===== src/rtl/key_pkg.sv =====
// Shared keypad definitions: matrix geometry, FSM states and the scan-snapshot
// classifier used by key_scan.
package key_pkg;

    localparam int KEY_ROWS   = 4;
    localparam int KEY_COLS   = 4;
    localparam int KEY_CODE_W = 4;

    typedef enum logic [1:0] {
        IDLE,
        CONFIRM,
        HELD,
        RELEASE
    } key_state_t;

    typedef enum logic [1:0] {
        SCAN_NONE,
        SCAN_SINGLE,
        SCAN_MULTI
    } scan_class_t;

    typedef struct packed {
        scan_class_t             cls;
        logic [KEY_CODE_W-1:0]   code;
    } scan_result_t;

    // Counts pressed bits; the code is only meaningful for SCAN_SINGLE.
    function automatic scan_result_t classify(input logic [KEY_ROWS*KEY_COLS-1:0] snap);
        scan_result_t r;
        int           n;
        n      = 0;
        r.code = '0;
        r.cls  = SCAN_NONE;
        for (int i = 0; i < KEY_ROWS * KEY_COLS; i++) begin
            if (snap[i]) begin
                n      = n + 1;
                r.code = KEY_CODE_W'(i);
            end
        end
        if (n == 1) begin
            r.cls = SCAN_SINGLE;
        end else if (n > 1) begin
            r.cls = SCAN_MULTI;
        end
        return r;
    endfunction

endpackage


===== src/rtl/scan_tick_gen.sv =====
// Free-running divider producing a one-cycle tick every DIV clocks; shared
// with the display scanner.
module scan_tick_gen #(
    parameter int DIV = 100_000
) (
    input  logic sys_clk,
    input  logic sys_rst,
    output logic tick
);

    localparam int W = (DIV > 1) ? $clog2(DIV) : 1;
    localparam logic [W-1:0] LAST = W'(DIV - 1);

    logic [W-1:0] div_q;
    logic [W-1:0] div_d;

    always_comb begin
        tick  = (div_q == LAST);
        div_d = tick ? '0 : div_q + 1'b1;
    end

    always_ff @(posedge sys_clk or posedge sys_rst) begin
        if (sys_rst) begin
            div_q <= '0;
        end else begin
            div_q <= div_d;
        end
    end

endmodule


===== src/rtl/key_scan.sv =====
// 4x4 keypad scanner: row drive, column sampling, scan-level debounce and a
// valid/ready key-code output with sticky overflow.
module key_scan
    import key_pkg::*;
#(
    parameter int SCAN_DIV       = 100_000,
    parameter int DEBOUNCE_SCANS = 4
) (
    input  logic                  sys_clk,
    input  logic                  sys_rst,
    input  logic [KEY_COLS-1:0]   col_n,
    output logic [KEY_ROWS-1:0]   row_n,
    output logic [KEY_CODE_W-1:0] key_code,
    output logic                  key_valid,
    input  logic                  key_ready,
    output logic                  key_held,
    output logic                  key_ovf
);

    localparam int SNAP_W = KEY_ROWS * KEY_COLS;
    localparam int CNT_W  = $clog2(DEBOUNCE_SCANS + 1);
    localparam logic [CNT_W-1:0] CNT_DONE = CNT_W'(DEBOUNCE_SCANS);
    localparam logic [CNT_W-1:0] CNT_ONE  = CNT_W'(1);

    function automatic logic [CNT_W-1:0] sat_inc(input logic [CNT_W-1:0] v);
        return (v == {CNT_W{1'b1}}) ? v : v + 1'b1;
    endfunction

    logic                  tick;
    logic                  scan_end;
    logic                  emit;
    scan_result_t          res;

    logic [KEY_COLS-1:0]   col_meta_q,  col_meta_d;
    logic [KEY_COLS-1:0]   col_sync_q,  col_sync_d;
    logic [1:0]            row_idx_q,   row_idx_d;
    logic [KEY_ROWS-1:0]   row_n_q,     row_n_d;
    logic [SNAP_W-1:0]     snap_q,      snap_d;
    key_state_t            state_q,     state_d;
    logic [CNT_W-1:0]      cnt_q,       cnt_d;
    logic [KEY_CODE_W-1:0] cand_q,      cand_d;
    logic [KEY_CODE_W-1:0] key_code_q,  key_code_d;
    logic                  key_valid_q, key_valid_d;
    logic                  key_ovf_q,   key_ovf_d;

    scan_tick_gen #(
        .DIV (SCAN_DIV)
    ) u_tick (
        .sys_clk (sys_clk),
        .sys_rst (sys_rst),
        .tick    (tick)
    );

    // Input synchronizer, row sequencing and snapshot capture.
    // The sample is taken before row_idx advances, so it belongs to the row
    // that has been driven for the whole slot.
    always_comb begin
        col_meta_d = col_n;
        col_sync_d = col_meta_q;
        row_idx_d  = row_idx_q;
        snap_d     = snap_q;
        if (tick) begin
            snap_d[{row_idx_q, 2'b00} +: KEY_COLS] = ~col_sync_q;
            row_idx_d = row_idx_q + 2'd1;
        end
        row_n_d  = ~(4'b0001 << row_idx_d);
        scan_end = tick && (row_idx_q == 2'd3);
        res      = classify(snap_d);
    end

    // Debounce FSM, stepped once per completed scan.
    always_comb begin
        state_d = state_q;
        cnt_d   = cnt_q;
        cand_d  = cand_q;
        emit    = 1'b0;
        if (scan_end) begin
            case (state_q)
                IDLE: begin
                    if (res.cls == SCAN_SINGLE) begin
                        state_d = CONFIRM;
                        cand_d  = res.code;
                        cnt_d   = CNT_ONE;
                    end
                end
                CONFIRM: begin
                    if (res.cls == SCAN_SINGLE && res.code == cand_q) begin
                        cnt_d = sat_inc(cnt_q);
                        if (cnt_d >= CNT_DONE) begin
                            state_d = HELD;
                            emit    = 1'b1;
                        end
                    end else begin
                        state_d = IDLE;
                        cnt_d   = '0;
                    end
                end
                HELD: begin
                    if (res.cls == SCAN_NONE) begin
                        if (DEBOUNCE_SCANS == 1) begin
                            state_d = IDLE;
                            cnt_d   = '0;
                        end else begin
                            state_d = RELEASE;
                            cnt_d   = CNT_ONE;
                        end
                    end
                end
                RELEASE: begin
                    if (res.cls == SCAN_NONE) begin
                        cnt_d = sat_inc(cnt_q);
                        if (cnt_d >= CNT_DONE) begin
                            state_d = IDLE;
                            cnt_d   = '0;
                        end
                    end else begin
                        state_d = HELD;
                    end
                end
                default: begin
                    state_d = IDLE;
                    cnt_d   = '0;
                end
            endcase
        end
    end

    // Output handshake; an emit that finds a code still pending is dropped
    // and recorded in the sticky overflow flag.
    always_comb begin
        key_code_d  = key_code_q;
        key_valid_d = key_valid_q;
        key_ovf_d   = key_ovf_q;
        if (key_valid_q && key_ready) begin
            key_valid_d = 1'b0;
        end
        if (emit) begin
            if (!key_valid_q || key_ready) begin
                key_code_d  = cand_q;
                key_valid_d = 1'b1;
            end else begin
                key_ovf_d = 1'b1;
            end
        end
    end

    always_ff @(posedge sys_clk or posedge sys_rst) begin
        if (sys_rst) begin
            col_meta_q  <= '1;
            col_sync_q  <= '1;
            row_idx_q   <= 2'd0;
            row_n_q     <= 4'b1110;
            snap_q      <= '0;
            state_q     <= IDLE;
            cnt_q       <= '0;
            cand_q      <= '0;
            key_code_q  <= '0;
            key_valid_q <= 1'b0;
            key_ovf_q   <= 1'b0;
        end else begin
            col_meta_q  <= col_meta_d;
            col_sync_q  <= col_sync_d;
            row_idx_q   <= row_idx_d;
            row_n_q     <= row_n_d;
            snap_q      <= snap_d;
            state_q     <= state_d;
            cnt_q       <= cnt_d;
            cand_q      <= cand_d;
            key_code_q  <= key_code_d;
            key_valid_q <= key_valid_d;
            key_ovf_q   <= key_ovf_d;
        end
    end

    assign row_n     = row_n_q;
    assign key_code  = key_code_q;
    assign key_valid = key_valid_q;
    assign key_ovf   = key_ovf_q;
    assign key_held  = (state_q == HELD) || (state_q == RELEASE);

endmodule


===== config.mk =====
export PLATFORM = sky130hd
export DESIGN_NAME = key_scan
export DESIGN_NICKNAME = d
export VERILOG_FILES = /design/src/rtl/key_pkg.sv /design/src/rtl/scan_tick_gen.sv /design/src/rtl/key_scan.sv
export SDC_FILE = /design/constraint.sdc
export NUM_CORES = 1
export LEC_CHECK = 0
export CORE_UTILIZATION = 60
export CTS_CLUSTER_DIAMETER = 150
export DETAILED_ROUTE_END_ITERATION = 10
export GPL_ROUTABILITY_DRIVEN = 0
export PLACE_DENSITY = 0.84
export SYNTH_ARGS = -nofsm -noshare
export SYNTH_HDL_FRONTEND = slang
export SYNTH_SLANG_ARGS = --single-unit

===== constraint.sdc =====
create_clock -name sys_clk -period 12.3 [get_ports sys_clk]
set_input_delay 1.23 -clock sys_clk [delete_from_list [all_inputs] [get_ports sys_clk]]
set_output_delay 1.23 -clock sys_clk [all_outputs]
set_load 0.1 [all_outputs]

Yosys cells after proc, flatten, opt, wreduce, memory -nomap -nowiden
Index checks and enable logic that the tools add are counted.
Word-level totals
  word-level logic and storage cells: 124
  flip-flop bits (word level): 62
  input port bits: 7
  output and inout port bits: 11
Cells by class
  muxes and demuxes: 58
  add/sub/neg operators: 19
  reductions and logical operators: 13
  equality and inequality tests: 14
  magnitude comparators: 2
  bitwise gates (word level): 3
  shifts and indexed selects: 3
Operators by type and width (number)
  32-bit by 2-bit adder with 32-bit output (second input constant): 15
  32-bit 2-to-1 mux: 15
  4-bit 2-to-1 mux: 14
  32-bit by 2-bit == test with 1-bit output (second input constant): 1
  32-bit by 2-bit > comparator with 1-bit output (second input constant): 1
  2-bit 2-to-1 mux: 9
  3-bit 2-to-1 mux: 6
  17-bit by 1-bit adder with 17-bit output (second input constant): 1
  17-bit == test (second input constant): 1
  17-bit 2-to-1 mux: 1
  16-bit bitwise mux: 1
  16-bit 2-to-1 mux: 1
  4-bit by 6-bit variable shift with 16-bit output (first input constant): 1
  4-bit by 6-bit indexed part select with 16-bit output: 1
  3-bit one-hot mux with 4 select lines: 1
  1-bit 2-to-1 mux: 9
  4-bit inverter: 2
  2-bit one-hot mux with 4 select lines: 1
  2-bit == test (second input constant): 3
  2-bit inequality test (second input constant): 3
  3-bit inequality test (second input constant): 2
  4-bit negation with 6-bit output: 1
  5-bit AND reduction: 1
  2-bit by 1-bit == test with 1-bit output (second input constant): 2
  14 further kinds: 19

Longest topological paths before layout
Gate-level depths: netlist (run 1).
  depth in word-level cells: 44
  depth in mapped cells: 56
  gate-level depth less buffers: 54

Cells and area by module
A second synthesis (run 1) with hierarchy kept.
Second synthesis, totals
  cells, all modules: 561
  area total of the unflattened synthesis: 5237.5 um2
Modules (own cells, without submodules)
  key_scan: cells each 486, times used 1, area an instance 4411.7 um2, sequential area each 1139.8 um2
  scan_tick_gen: cells each 75, times used 1, area an instance 825.8 um2, sequential area each 425.4 um2

Worst setup path after synthesis (run 1)
No wires, ideal clock.
  path type: register to register
  start point: register u_tick.div_q[12]
  end point: register key_code_q[0], in the netlist key_code[0]
  period minus slack after synthesis: 11.352 ns
  stages on the path, launching flop included: 52
  data arrival time: 11.224 ns
  path slack: 0.948 ns
  path buffers: 2
  library setup time: 0.128 ns
  cell sequence: dfrtp_1 -> or4b_4 -> nor4_4 -> nand2_1 -> o31a_1 -> ha_1 -> clkbuf_1 -> xor2_1 -> ha_1 -> nor3_1 -> nand3_1 -> and4_1 -> clkbuf_1 -> ha_1 -> inv_1 -> o21ai_0 -> ha_1 -> o21ai_0 -> [... 16 more ...] -> ha_1 -> a221oi_1 -> inv_1 -> ha_1 -> nand2_1 -> o21ai_0 -> ha_1 -> nand2_1 -> or2_0 -> or2_1 -> mux2i_1 -> xor2_1 -> nor3_1 -> or3_1 -> a2111oi_2 -> and3_1 -> and4_1 -> mux2_1
On the way
  longest elaborated chain between the ends: 42
  elaborated cells between the ends (all ways): 60
  classes of those cells: 15 x add/sub; 1 x order compare; 4 x eq/ne; 37 x mux; 3 x reduce/logical
RTL lines
  start: declaration: line scan_tick_gen.sv:14  | logic [W-1:0] div_q;
  start signal: assignment: line scan_tick_gen.sv:26  | div_q <= div_d;
  17-bit == test (*): line scan_tick_gen.sv:18  | tick = (div_q == LAST);
  16-bit 2-to-1 mux: line key_scan.sv:62  | if (tick) begin
  1-bit 2-to-1 mux: line key_pkg.sv:35  | if (snap[i]) begin
  32-bit by 2-bit adder with 32-bit output: line key_pkg.sv:36  | n = n + 1;
  32-bit 2-to-1 mux: line key_pkg.sv:35
  32-bit by 2-bit adder with 32-bit output: line key_pkg.sv:36
  32-bit 2-to-1 mux: line key_pkg.sv:35
  32-bit by 2-bit adder with 32-bit output: line key_pkg.sv:36
  [... 26 more ...]
  2-bit 2-to-1 mux: line key_pkg.sv:42  | end else if (n > 1) begin
  2-bit 2-to-1 mux: line key_pkg.sv:40  | if (n == 1) begin
  2-bit by 1-bit == test with 1-bit output: line key_scan.sv:87  | if (res.cls == SCAN_SINGLE && res.code == cand_q) begin
  1-bit logical AND: line key_scan.sv:87
  1-bit 2-to-1 mux: line key_scan.sv:87
  1-bit 2-to-1 mux: line key_scan.sv:78  | case (state_q)
  1-bit 2-to-1 mux (*): line key_scan.sv:77  | if (scan_end) begin
  2-bit AND reduction (no source line) (*)
  end signal: assignment: line key_scan.sv:169  | key_code_q <= key_code_d;
  end: declaration: line key_scan.sv:42  | logic [KEY_CODE_W-1:0] key_code_q, key_code_d;
Mark *: on every way between the ends. The rest lies on a longest branch, timed or not.
A chain may end at the register's enable or synchronous reset.

Worst setup path after layout (run 1)
  start point: register u_tick.div_q[6]
  end point: register key_code_q[1], in the netlist key_code[1]
The elaborated chain is that of the path after synthesis.

==> results of run 1 <==
-- repair_timing --
action	in CTS	in global routing
resized for setup	0	27
buffers inserted	0	2
setup endpoints to repair	0	15
-- sequential cells by signal (all words and copies together), names as in the netlist --
signal / flops
u_tick.div_q: 17
key_ovf: 1
row_idx_q: 2
col_sync_q: 4
col_meta_q: 4
cnt_q: 3
cand_q: 4
row_n: 4
key_code: 4
key_valid: 1
state_q: 2
snap_q: 16
-- area by class of cell --
type                            instances  area share, %
Clock inverter                          5          0.476
Timing Repair Buffer                   22           3.59
Clock buffer                           11           2.27
Multi-Input combinational cell        491           62.6
Tap cell                              105           2.27
Sequential cell                        62           27.1
Inverter                               27           1.75
-- metal layers --
metal | vias to the layer above | global-route usage, %
li1 | 2187 | -
met1 | 2197 | 35.3
met2 | 132 | 48.7
met3 | 38 | 4.15
met4 | 0 | 9.60
met5 | - | 0
-- worst max path at each step --
stage,startpoint,cells after the start,end
finish,u_tick.div_q[6]$_DFF_PP0_,49,key_code[1]$_DFFE_PP0P_
global route,u_tick.div_q[6]$_DFF_PP0_,49,key_code[3]$_DFFE_PP0P_
CTS,u_tick.div_q[12]$_DFF_PP0_,50,key_code[1]$_DFFE_PP0P_
detailed placement,u_tick.div_q[12]$_DFF_PP0_,50,key_code[1]$_DFFE_PP0P_
global placement,u_tick.div_q[12]$_DFF_PP0_,49,key_code[2]$_DFFE_PP0P_
floorplan,u_tick.div_q[12]$_DFF_PP0_,51,key_code[0]$_DFFE_PP0P_
-- cells in the final DEF (no fill, tap or decap), types with 12 or more instances in the layout --
cell / count
clkdlybuf4s50_1: 17
nand3_1: 18
xnor2_1: 34
xor2_1: 20
inv_1: 24
o21ai_0: 27
nand2_1: 76
a21oi_1: 21
nor2_1: 46
or3_1: 12
dfrtp_1: 50
nand4_1: 12
ha_1: 19
-- power breakdown --
part           switching [mW]  internal (mW)  leakage, nW
sequential            0.00251          0.206        0.812
clock                  0.0770         0.0717       0.0829
combinational         0.00543        0.00307         1.73
-- through the flow --
step                TNS (ns)  hold WS (ns)
floorplan                  0         0.345
global placement           0         0.346
detailed placement         0         0.347
CTS                        0         0.352
global route          -0.121         0.356
finish                     0         0.355
-- cells by family after synthesis --
logic type,share of synthesized area [%]
adder cells (fa/ha/maj),4.98
flip-flops,30.0
AND/OR/NAND/NOR,25.3
XOR/XNOR,14.3
buffers and inverters,3.14
multiplexers,4.82
AO/OA/AOI/OAI,17.5
-- worst max-delay path, delay by kind of cell (launching register included) --
| family | cells | cell delay (ns) |
|---|---|---|
| mux | 3 | 0.82 |
| compound gates | 9 | 2.03 |
| buf+inv | 3 | 0.21 |
| fa+ha+maj | 12 | 3.54 |
| xor+xnor | 2 | 0.43 |
| flops | 1 | 0.41 |
| simple gates | 20 | 4.03 |
==> summary.txt, run 1 <==
Synth top cells by count - nand2_1, dfrtp_1, nor2_1
Clk slew on worst S/H paths - 0.07 ns
Max Cap Viol - 0
Reg2Reg Setup Slack - 0.72 ns
Fill cells - 621
Core Region - 8300 µm²
Final ANT Viol Nets - 0
YS warnings - 0
Cell Pwr Density - 63.3 nW/µm²
Inserted Clock Buffers - 9
CP startpoint kind - register
Top-area cell type share of the netlist area - 24.4%
Fin crit share - 94.1%
Met1 Wirelength - 5240 µm
Post-layout min period - 11.58 ns
Via Count - 4,554
Syn_area_per_cell - 8.78 µm²
Clock Sinks - 62
Wire length per cell - 16.4 µm
Synth top area cells - dfrtp_1, xnor2_1, nand2_1
Sequential Area - 1570 µm²
Synth-to-Final Area Change - 10.8%
ANT cells - 0
Leak - 2.62 nW
Vias per inst - 6.30
Dpl cell area - 5480 µm²
Final setup fails - 0
Mapped Cells - 595
Net count, final - 640
Hold path endpoint - col_sync_q[1]$_DFF_PP1_
Ports - 18
Synth Register Bits - 62
Worst r2r path cells - 49
Non-filler instance count after layout - 723
Post-Place Setup Slack - 0.127 ns
Hold Fails Final Rpt - 0
Relative slew slack - 15.6%
Final instance area - 5790 µm²
Dpl hpwl - 8740 µm
Arr. time, crit path - 11.80 ns
Routed WL - 11,900 µm
Highest-delay cell along the critical path - or4b_4
DR WL met3 - 521 µm
Worst min path class - register to register
Area of the multi-input gates - 3620 µm²
Die height - 95.3 µm
First-pass iteration count of the detailed router - 8
Async set-reset flop share out of synthesis - 100%
CTS root buffer - clkbuf_8
Slew Limit Fails - 0
Worst Max-Slew Pin Slew - 1.26 ns
Vias in the first global route - 4,458
CTS H-Tree Depth - 3
Mapped Nets - 622
DR WL met2 - 5790 µm
Fin Clk Skew - 0.00592 ns
Die X-Extent - 95.3 µm
Crit-path max FO - 9
Die Area - 9080 µm²
DRC - 0
Cell accounting for the most synthesized area - dfrtp_1
Initial antenna violation count - 0
Clock buffer depth - 2
CP peak stage delay - 0.59 ns
Max Fclk - 86.4 MHz
Starting Density - 62.9%
Post-Place Cells - 705
Register area share after synthesis - 30.0%
Distinct cells, synth - 90
Setup slack after layout - 0.725 ns
Total power - 0.366 mW
Worst EP required - 12.52 ns
Layout cells sized above 1 - 14.2%
Std-Cell Rows - 33
WS Path Type - register to register
Ys flop type - dfrtp_1
Reg2reg start - u_tick.div_q[6]$_DFF_PP0_
Final core utilization - 69.7%
Post-synth EDFFs - 0
Most common cell type on the critical path - ha_1
Starting DRT DRC Count - 363
Status - complete, no violations
First-pass GRT wire length - 20,100 µm
Largest net degree at the start of global routing - 63
CP endpoint kind - register
Hold wc startpoint - col_meta_q[1]$_DFF_PP1_
CTS tree - built
Skew-Pair Late Insertion Delay - 0.34 ns
GRT Util Overall - 28.0%
Port bufs - 17
Worst r2r dst - key_code[1]$_DFFE_PP0P_
Grt total ovfl - 0
DR top layer - met4
Max IR drop VDD - 44.4 µV
Hold Crit Depth - 0
Synth Cell Area - 5220 µm²
Most common cell in the netlist - nand2_1
Hold_buf cts - 0
Power figures use the tool's default switching activity.
==> inputs of run 2 (changes only) <==
Settings changed: SETUP_SLACK_MARGIN set to 0.1.
==> run 2 against run 1 <==
  * Register-to-register slack about the same
  * Hold slack worse by 0.00074 ns
  * Clock skew about the same
  * Cell area rose by 0.28%
  * Global-route usage about the same
  * Largest cell class unchanged
  * Largest power group unchanged
==> summary.txt, run 2 (synthesized netlist as in run 1, its figures left out) <==
Relative slew slack - 19.8% (+4.3 points)
Starting DRT DRC Count - 413 (+14%)
Initial antenna violation count - 0 (unchanged)
Final core utilization - 69.9% (+0.20 points)
Inserted Clock Buffers - 9 (unchanged)
GRT Util Overall - 28.0% (about the same)
ANT cells - 0 (unchanged)
Crit path max-delay family - simple AND/OR/NAND/NOR gates
Worst Path Buf+Inv - 4 (+1)
Setup TNS - 0 ns (unchanged)
Max Cap Viol - 0 (unchanged)
Via Count - 4,523 (-0.68%)
Routed WL - 11,900 µm (about the same)
Most common cell type on the critical path - ha_1
Final ANT Viol Nets - 0 (unchanged)
Total power - 0.366 mW (about the same)
Post-Place Setup Slack - 0.127 ns (unchanged)
Most frequent cells in the layout - nand2_1, dfrtp_1, nor2_1, xnor2_1, o21ai_0
Clock Sinks - 62 (unchanged)
Dpl hpwl - 8740 µm (unchanged)
Crit path launch - u_tick.div_q[6]$_DFF_PP0_
Wire length per cell - 16.4 µm (about the same)
Dpl cell area - 5480 µm² (unchanged)
Status - complete, no violations
Max IR drop VDD - 44.5 µV (+0.19%)
Final setup fails - 0 (unchanged)
Hold wc startpoint - col_meta_q[1]$_DFF_PP1_
Cell Pwr Density - 63.1 nW/µm² (-0.22%)
CTS root buffer - clkbuf_8
CTS H-Tree Depth - 3 (unchanged)
DRC - 0 (unchanged)
Biggest register - u_tick.div_q
First-pass iteration count of the detailed router - 6 (-2)
Slew Limit Fails - 0 (unchanged)
Worst Max-Slew Pin Slew - 1.19 ns (-0.0636 ns)
Post-layout min period - 11.56 ns (-0.0105 ns)
Starting Density - 62.9% (unchanged)
Worst EP required - 12.52 ns (about the same)
Arr. time, crit path - 11.79 ns (about the same)
CP endpoint kind - register
Largest regs - u_tick.div_q (17), snap_q (16)
Ports - 18 (unchanged)
First-pass GRT wire length - 20,100 µm (about the same)
CTS tree - built
Final instance area - 5800 µm² (+0.28%)
Worst min path class - register to register
Die height - 95.3 µm (unchanged)
Layout cells sized above 1 - 14.6% (+0.32 points)
WS Path Type - register to register
Port bufs - 17 (unchanged)
Std-Cell Rows - 33 (unchanged)
Setup slack after layout - 0.735 ns (+0.0105 ns)
CP startpoint kind - register
Commonest non-fill, non-tap cell in the layout - nand2_1
Vias per inst - 6.26 (-0.68%)
Hold Fails Final Rpt - 0 (unchanged)
Die Area - 9080 µm² (unchanged)
Fill cells - 617 (-0.64%)
Fin crit share - 94.0% (about the same)
Die X-Extent - 95.3 µm (unchanged)
Leak - 2.63 nW (+0.12%)
Largest net degree at the start of global routing - 63 (unchanged)
Grt total ovfl - 0 (unchanged)
Clk slew on worst S/H paths - 0.07 ns (about the same)
Skew-Pair Late Insertion Delay - 0.34 ns (about the same)
CP peak stage delay - 0.59 ns (about the same)
Synth-to-Final Area Change - 11.1%
Max Fclk - 86.5 MHz (about the same)
Hold_buf cts - 0 (unchanged)
Crit-path max FO - 6 (-3)
Highest-delay cell along the critical path - or4b_4
Vias in the first global route - 4,471 (+0.29%)
Core Region - 8300 µm² (unchanged)
Max reg flops - 17 (unchanged)
Reg2reg start - u_tick.div_q[6]$_DFF_PP0_
Clock buffer depth - 2 (unchanged)
Net count, final - 640 (unchanged)
Fin Clk Skew - 0.00606 ns (+0.000148 ns)
[run 2: cell count changes in the layout (fill, tap and decap cells not counted)]
| cell | before | now |
|---|---|---|
| xor2_1 | 20 | 18 |
| xor2_2 | 2 | 4 |
| and4_2 | 2 | 1 |
| and4_4 | 0 | 1 |
[run 2: where the power goes]
part | total [mW] | switching (mW) | internal (mW)
clock network | 0.149 | 0.0775 | 0.0717
registers | 0.209 | 0.00247 | 0.206
logic | 0.00833 | 0.00525 | 0.00307
[run 2: final cells by class]
class                           instances  area, µm²  area share, %
Multi-Input combinational cell        491       3640           62.7
Sequential cell                        62       1570           27.0
Timing Repair Buffer                   22        208           3.58
Clock buffer                           11        131           2.26
Tap cell                              105        131           2.26
Inverter                               27        101           1.75
Clock inverter                          5       27.5          0.474
[run 2: worst register-to-register path, delay by kind of cell, from the launching register on]
kind / cells / cell delay (ns)
adder cells (fa/ha/maj): 11 / 3.24
flip-flops: 1 / 0.41
AND/OR/NAND/NOR: 21 / 4.17
XOR/XNOR: 1 / 0.22
AO/OA/AOI/OAI: 11 / 2.21
multiplexers: 3 / 0.82
buffers and inverters: 4 / 0.41
[run 2: through the flow]
step	hold slack [ns]	instances
after floorplan	0.345	595
after global placement	0.346	705
after detailed placement	0.347	705
after CTS	0.352	722
after global routing	0.356	723
final	0.354	723
[run 2: routing by layer]
metal	global-route usage, %	part of all wire (%)
met5	0	0
met3	4.15	3.7
met1	35.3	45
met4	9.72	2.4
met2	48.7	49
[run 2: final timing paths]
| kind | endpoint | slack, ns | cells after the start |
|---|---|---|---|
| max in group asynchronous | row_idx_q[0]$_DFF_PP0_ | 10.34 | 3 |
| hold / removal | col_sync_q[1]$_DFF_PP1_ | 0.35 | 0 |
| hold reg to reg | col_sync_q[1]$_DFF_PP1_ | 0.35 | 0 |
| setup / recovery | key_code[1]$_DFFE_PP0P_ | 0.74 | 51 |
| min in group asynchronous | u_tick.div_q[5]$_DFF_PP0_ | 1.44 | 3 |
| setup reg to reg | key_code[1]$_DFFE_PP0P_ | 0.74 | 51 |
[run 2: timing repair]
action,CTS,global route
pin swaps,0,6
gates resized for setup,0,30
endpoints found under the setup margin,4,15
buffers inserted,1,1
==> inputs of run 3 (changes only) <==
Settings changed: SYNTH_HIERARCHICAL set to 1.
==> run 3 against run 2 <==
  * Non-clock buffer count up 15
  * Flip-flop and latch count unchanged
  * First-iteration DRC count down 10%
  * Clock power up 21%
  * Combinational power down 12%
  * Register-to-register slack worse by 0.05 ns
  * Power up 8.4%
  * Global-route usage down 0.88 points
  * Critical path type unchanged
  * Highest routed layer unchanged
==> summary.txt, run 3 <==
Max Fclk - 86.1 MHz (-0.46%)
Skew-Pair Late Insertion Delay - 0.33 ns (about the same)
Crit-path max FO - 5 (-1)
Worst EP required - 12.51 ns (about the same)
CP endpoint kind - register
Clk slew on worst S/H paths - 0.07 ns (about the same)
Most frequent cells in the layout - nand2_1, dfrtp_1, xnor2_1, nor2_1, inv_1
Initial antenna violation count - 0 (unchanged)
Starting DRT DRC Count - 371 (-10%)
Post-Synth Simple-Gate Area - 24.2% (-1.0 points)
Largest net degree at the start of global routing - 46 (-27%)
Synth Register Bits - 62 (unchanged)
Post-synthesis compound-gate area fraction - 16.7% (-0.82 points)
Leak - 2.69 nW (+2.6%)
Most common cell in the netlist - nand2_1
Hold Fails Final Rpt - 0 (unchanged)
Vias per inst - 6.38 (+2.0%)
Worst min path class - register to register
Hold_ws - 0.359 ns (+0.00481 ns)
First-pass iteration count of the detailed router - 5 (-1)
Max reg flops - 17 (unchanged)
Layout cells sized above 1 - 22.4% (+7.9 points)
Synth top cells by count - nand2_1, dfrtp_1, nor2_1
Die Area - 9110 µm² (+0.30%)
Core Region - 8340 µm² (+0.50%)
First-pass GRT wire length - 19,300 µm (-4.0%)
Final core utilization - 72.3% (+2.4 points)
Routed WL - 12,600 µm (+6.7%)
CTS tree - built
DRC - 0 (unchanged)
Inserted Clock Buffers - 9 (unchanged)
Clock buffer depth - 2 (unchanged)
Syn_area_per_cell - 9.34 µm² (+6.4%)
CTS root buffer - clkbuf_8
Max IR drop VDD - 97.6 µV (+120%)
Final setup fails - 0 (unchanged)
Via Count - 4,511 (-0.27%)
Status - complete, no violations
Fin Clk Skew - 0.00528 ns (-0.000786 ns)
Reg2Reg Setup Slack - 0.68 ns (-0.05 ns)
Distinct cells, synth - 96 (+6.7%)
ANT cells - 0 (unchanged)
Mapped Cells - 561 (-5.7%)
Dpl hpwl - 8540 µm (-2.4%)
Hold wc startpoint - col_meta_q[2]$_DFF_PP1_
YS warnings - 6 (+6)
Cell Pwr Density - 65.9 nW/µm² (+4.3%)
Ys flop type - dfrtp_1
Largest regs - u_tick/div_q (17), snap_q (16)
WS Path Type - register to register
Final ANT Viol Nets - 0 (unchanged)
Synth-to-Final Area Change - 15.1%
Biggest register - u_tick/div_q
Slew Limit Fails - 0 (unchanged)
Hold_buf cts - 0 (unchanged)
Reg2reg start - u_tick/div_q[0]$_DFF_PP0_
Vias in the first global route - 4,272 (-4.5%)
Arr. time, crit path - 11.83 ns (+0.04 ns)
Top-area cell type share of the netlist area - 24.4% (-0.076 points)
Adder-cell share of the synthesized area - 5.59% (+0.61 points)
Fin crit share - 94.5% (+0.44 points)
Max Cap Viol - 0 (unchanged)
CP peak stage delay - 0.40 ns (-0.19 ns)
Post-synthesis mux area share - 3.23% (-1.6 points)
GRT Util Overall - 27.1% (-0.88 points)
Area share of xor/xnor cells in the synthesized design - 16.7% (+2.4 points)
Largest family of logic cells by synthesized area - simple AND/OR/NAND/NOR gates
Ports - 18 (unchanged)
Net count, final - 625 (-2.3%)
Port bufs - 17 (unchanged)
Cell accounting for the most synthesized area - dfrtp_1
Clock Sinks - 62 (unchanged)
Starting Density - 62.8% (-0.12 points)
CP startpoint kind - register
Commonest non-fill, non-tap cell in the layout - nand2_1
Mapped Nets - 589 (-5.3%)
Register area share after synthesis - 29.9% (-0.093 points)
Synth Cell Area - 5240 µm² (+0.31%)
Crit path launch - u_tick/div_q[0]$_DFF_PP0_
Most common cell type on the critical path - ha_1
CTS H-Tree Depth - 3 (unchanged)
Worst Max-Slew Pin Slew - 1.01 ns (-0.187 ns)
Std-Cell Rows - 33 (unchanged)
Post-synth EDFFs - 0 (unchanged)
Post-layout min period - 11.62 ns (+0.0536 ns)
Die X-Extent - 95.4 µm (+0.15%)
Highest-delay cell along the critical path - dfrtp_1
Relative slew slack - 32.8% (+13 points)
Die height - 95.4 µm (+0.15%)
Synth top area cells - dfrtp_1, xnor2_1, dfstp_2
Async set-reset flop share out of synthesis - 100% (unchanged)
Wire length per cell - 17.9 µm (+9.1%)
Grt total ovfl - 0 (unchanged)
[run 3: changes by cell type in the layout (fill, tap and decap cells not counted), sizes merged, moves of 4 or more]
cell / change
buf: +15
nand2: -18
mux2i: -9
nor3: +12
a211oi: -4
or3: -7
and2: -4
and3b: +4
o21ai: -16
a31oi: -6
xnor2: +17
a21oi: -6
xor2: -5
[run 3: final timing paths]
path,end,cells after the start
max in group asynchronous,row_n[1]$_DFF_PP1_,3
min in group asynchronous,u_tick/div_q[0]$_DFF_PP0_,2
worst max-delay path,key_code[2]$_DFFE_PP0P_,59
worst min-delay path,col_sync_q[2]$_DFF_PP1_,0
worst min register to register,col_sync_q[2]$_DFF_PP1_,0
worst max register to register,key_code[2]$_DFFE_PP0P_,59
[run 3: worst max-delay path, delay by kind of cell, from the launching register on]
kind / cells / cell delay (ns)
compound gates: 14 / 2.59
xor+xnor: 1 / 0.18
fa+ha+maj: 14 / 3.90
buf+inv: 3 / 0.31
flops: 1 / 0.40
mux: 2 / 0.49
simple gates: 25 / 3.62
[run 3: layout make-up]
type	instances	area [µm²]
Clock buffer	11	151
Clock inverter	5	57.6
Fill cell	554	2310
Inverter	31	116
Multi-Input combinational cell	456	3690
Sequential cell	62	1570
Tap cell	105	131
Timing Repair Buffer	37	320
[run 3: routing by layer]
metal  vias up  global-route usage [%]  part of all wire, %
li1       2107                       -                    -
met1      2220                    34.9                   42
met2       151                    46.3                   51
met3        33                    4.23                  4.3
met4         0                    9.70                  2.2
met5         -                       0                    0
[run 3: cells by family after synthesis]
family          count (synthesis)
simple gates                  232
compound gates                107
xor+xnor                       79
flops                          62
buf+inv                        43
fa+ha+maj                      24
mux                            14
[run 3: timing repair]
| item | 4_1_cts | 5_1_grt |
|---|---|---|
| resized for setup | 0 | 38 |
| endpoints found under the setup margin | 0 | 15 |
| setup buffers | 0 | 14 |
[run 3: power breakdown]
part           switching [mW]  total (mW)  leakage [nW]  internal (mW)
combinational         0.00481     0.00731          1.78        0.00250
sequential            0.00186       0.208         0.814          0.206
clock                  0.0773       0.181        0.0976          0.104
[run 3: metrics by stage]
step	power (mW)	setup slack, ns	TNS, ns	instances	cell area, µm²
detailed placement	0.219	0.276	0	677	5510
global placement	0.219	0.730	0	677	5510
global route	0.411	-0.123	-0.662	707	6030
CTS	0.399	0.230	0	693	5720
finish	0.397	0.682	0	707	6030
floorplan	0.215	0.844	0	561	5240
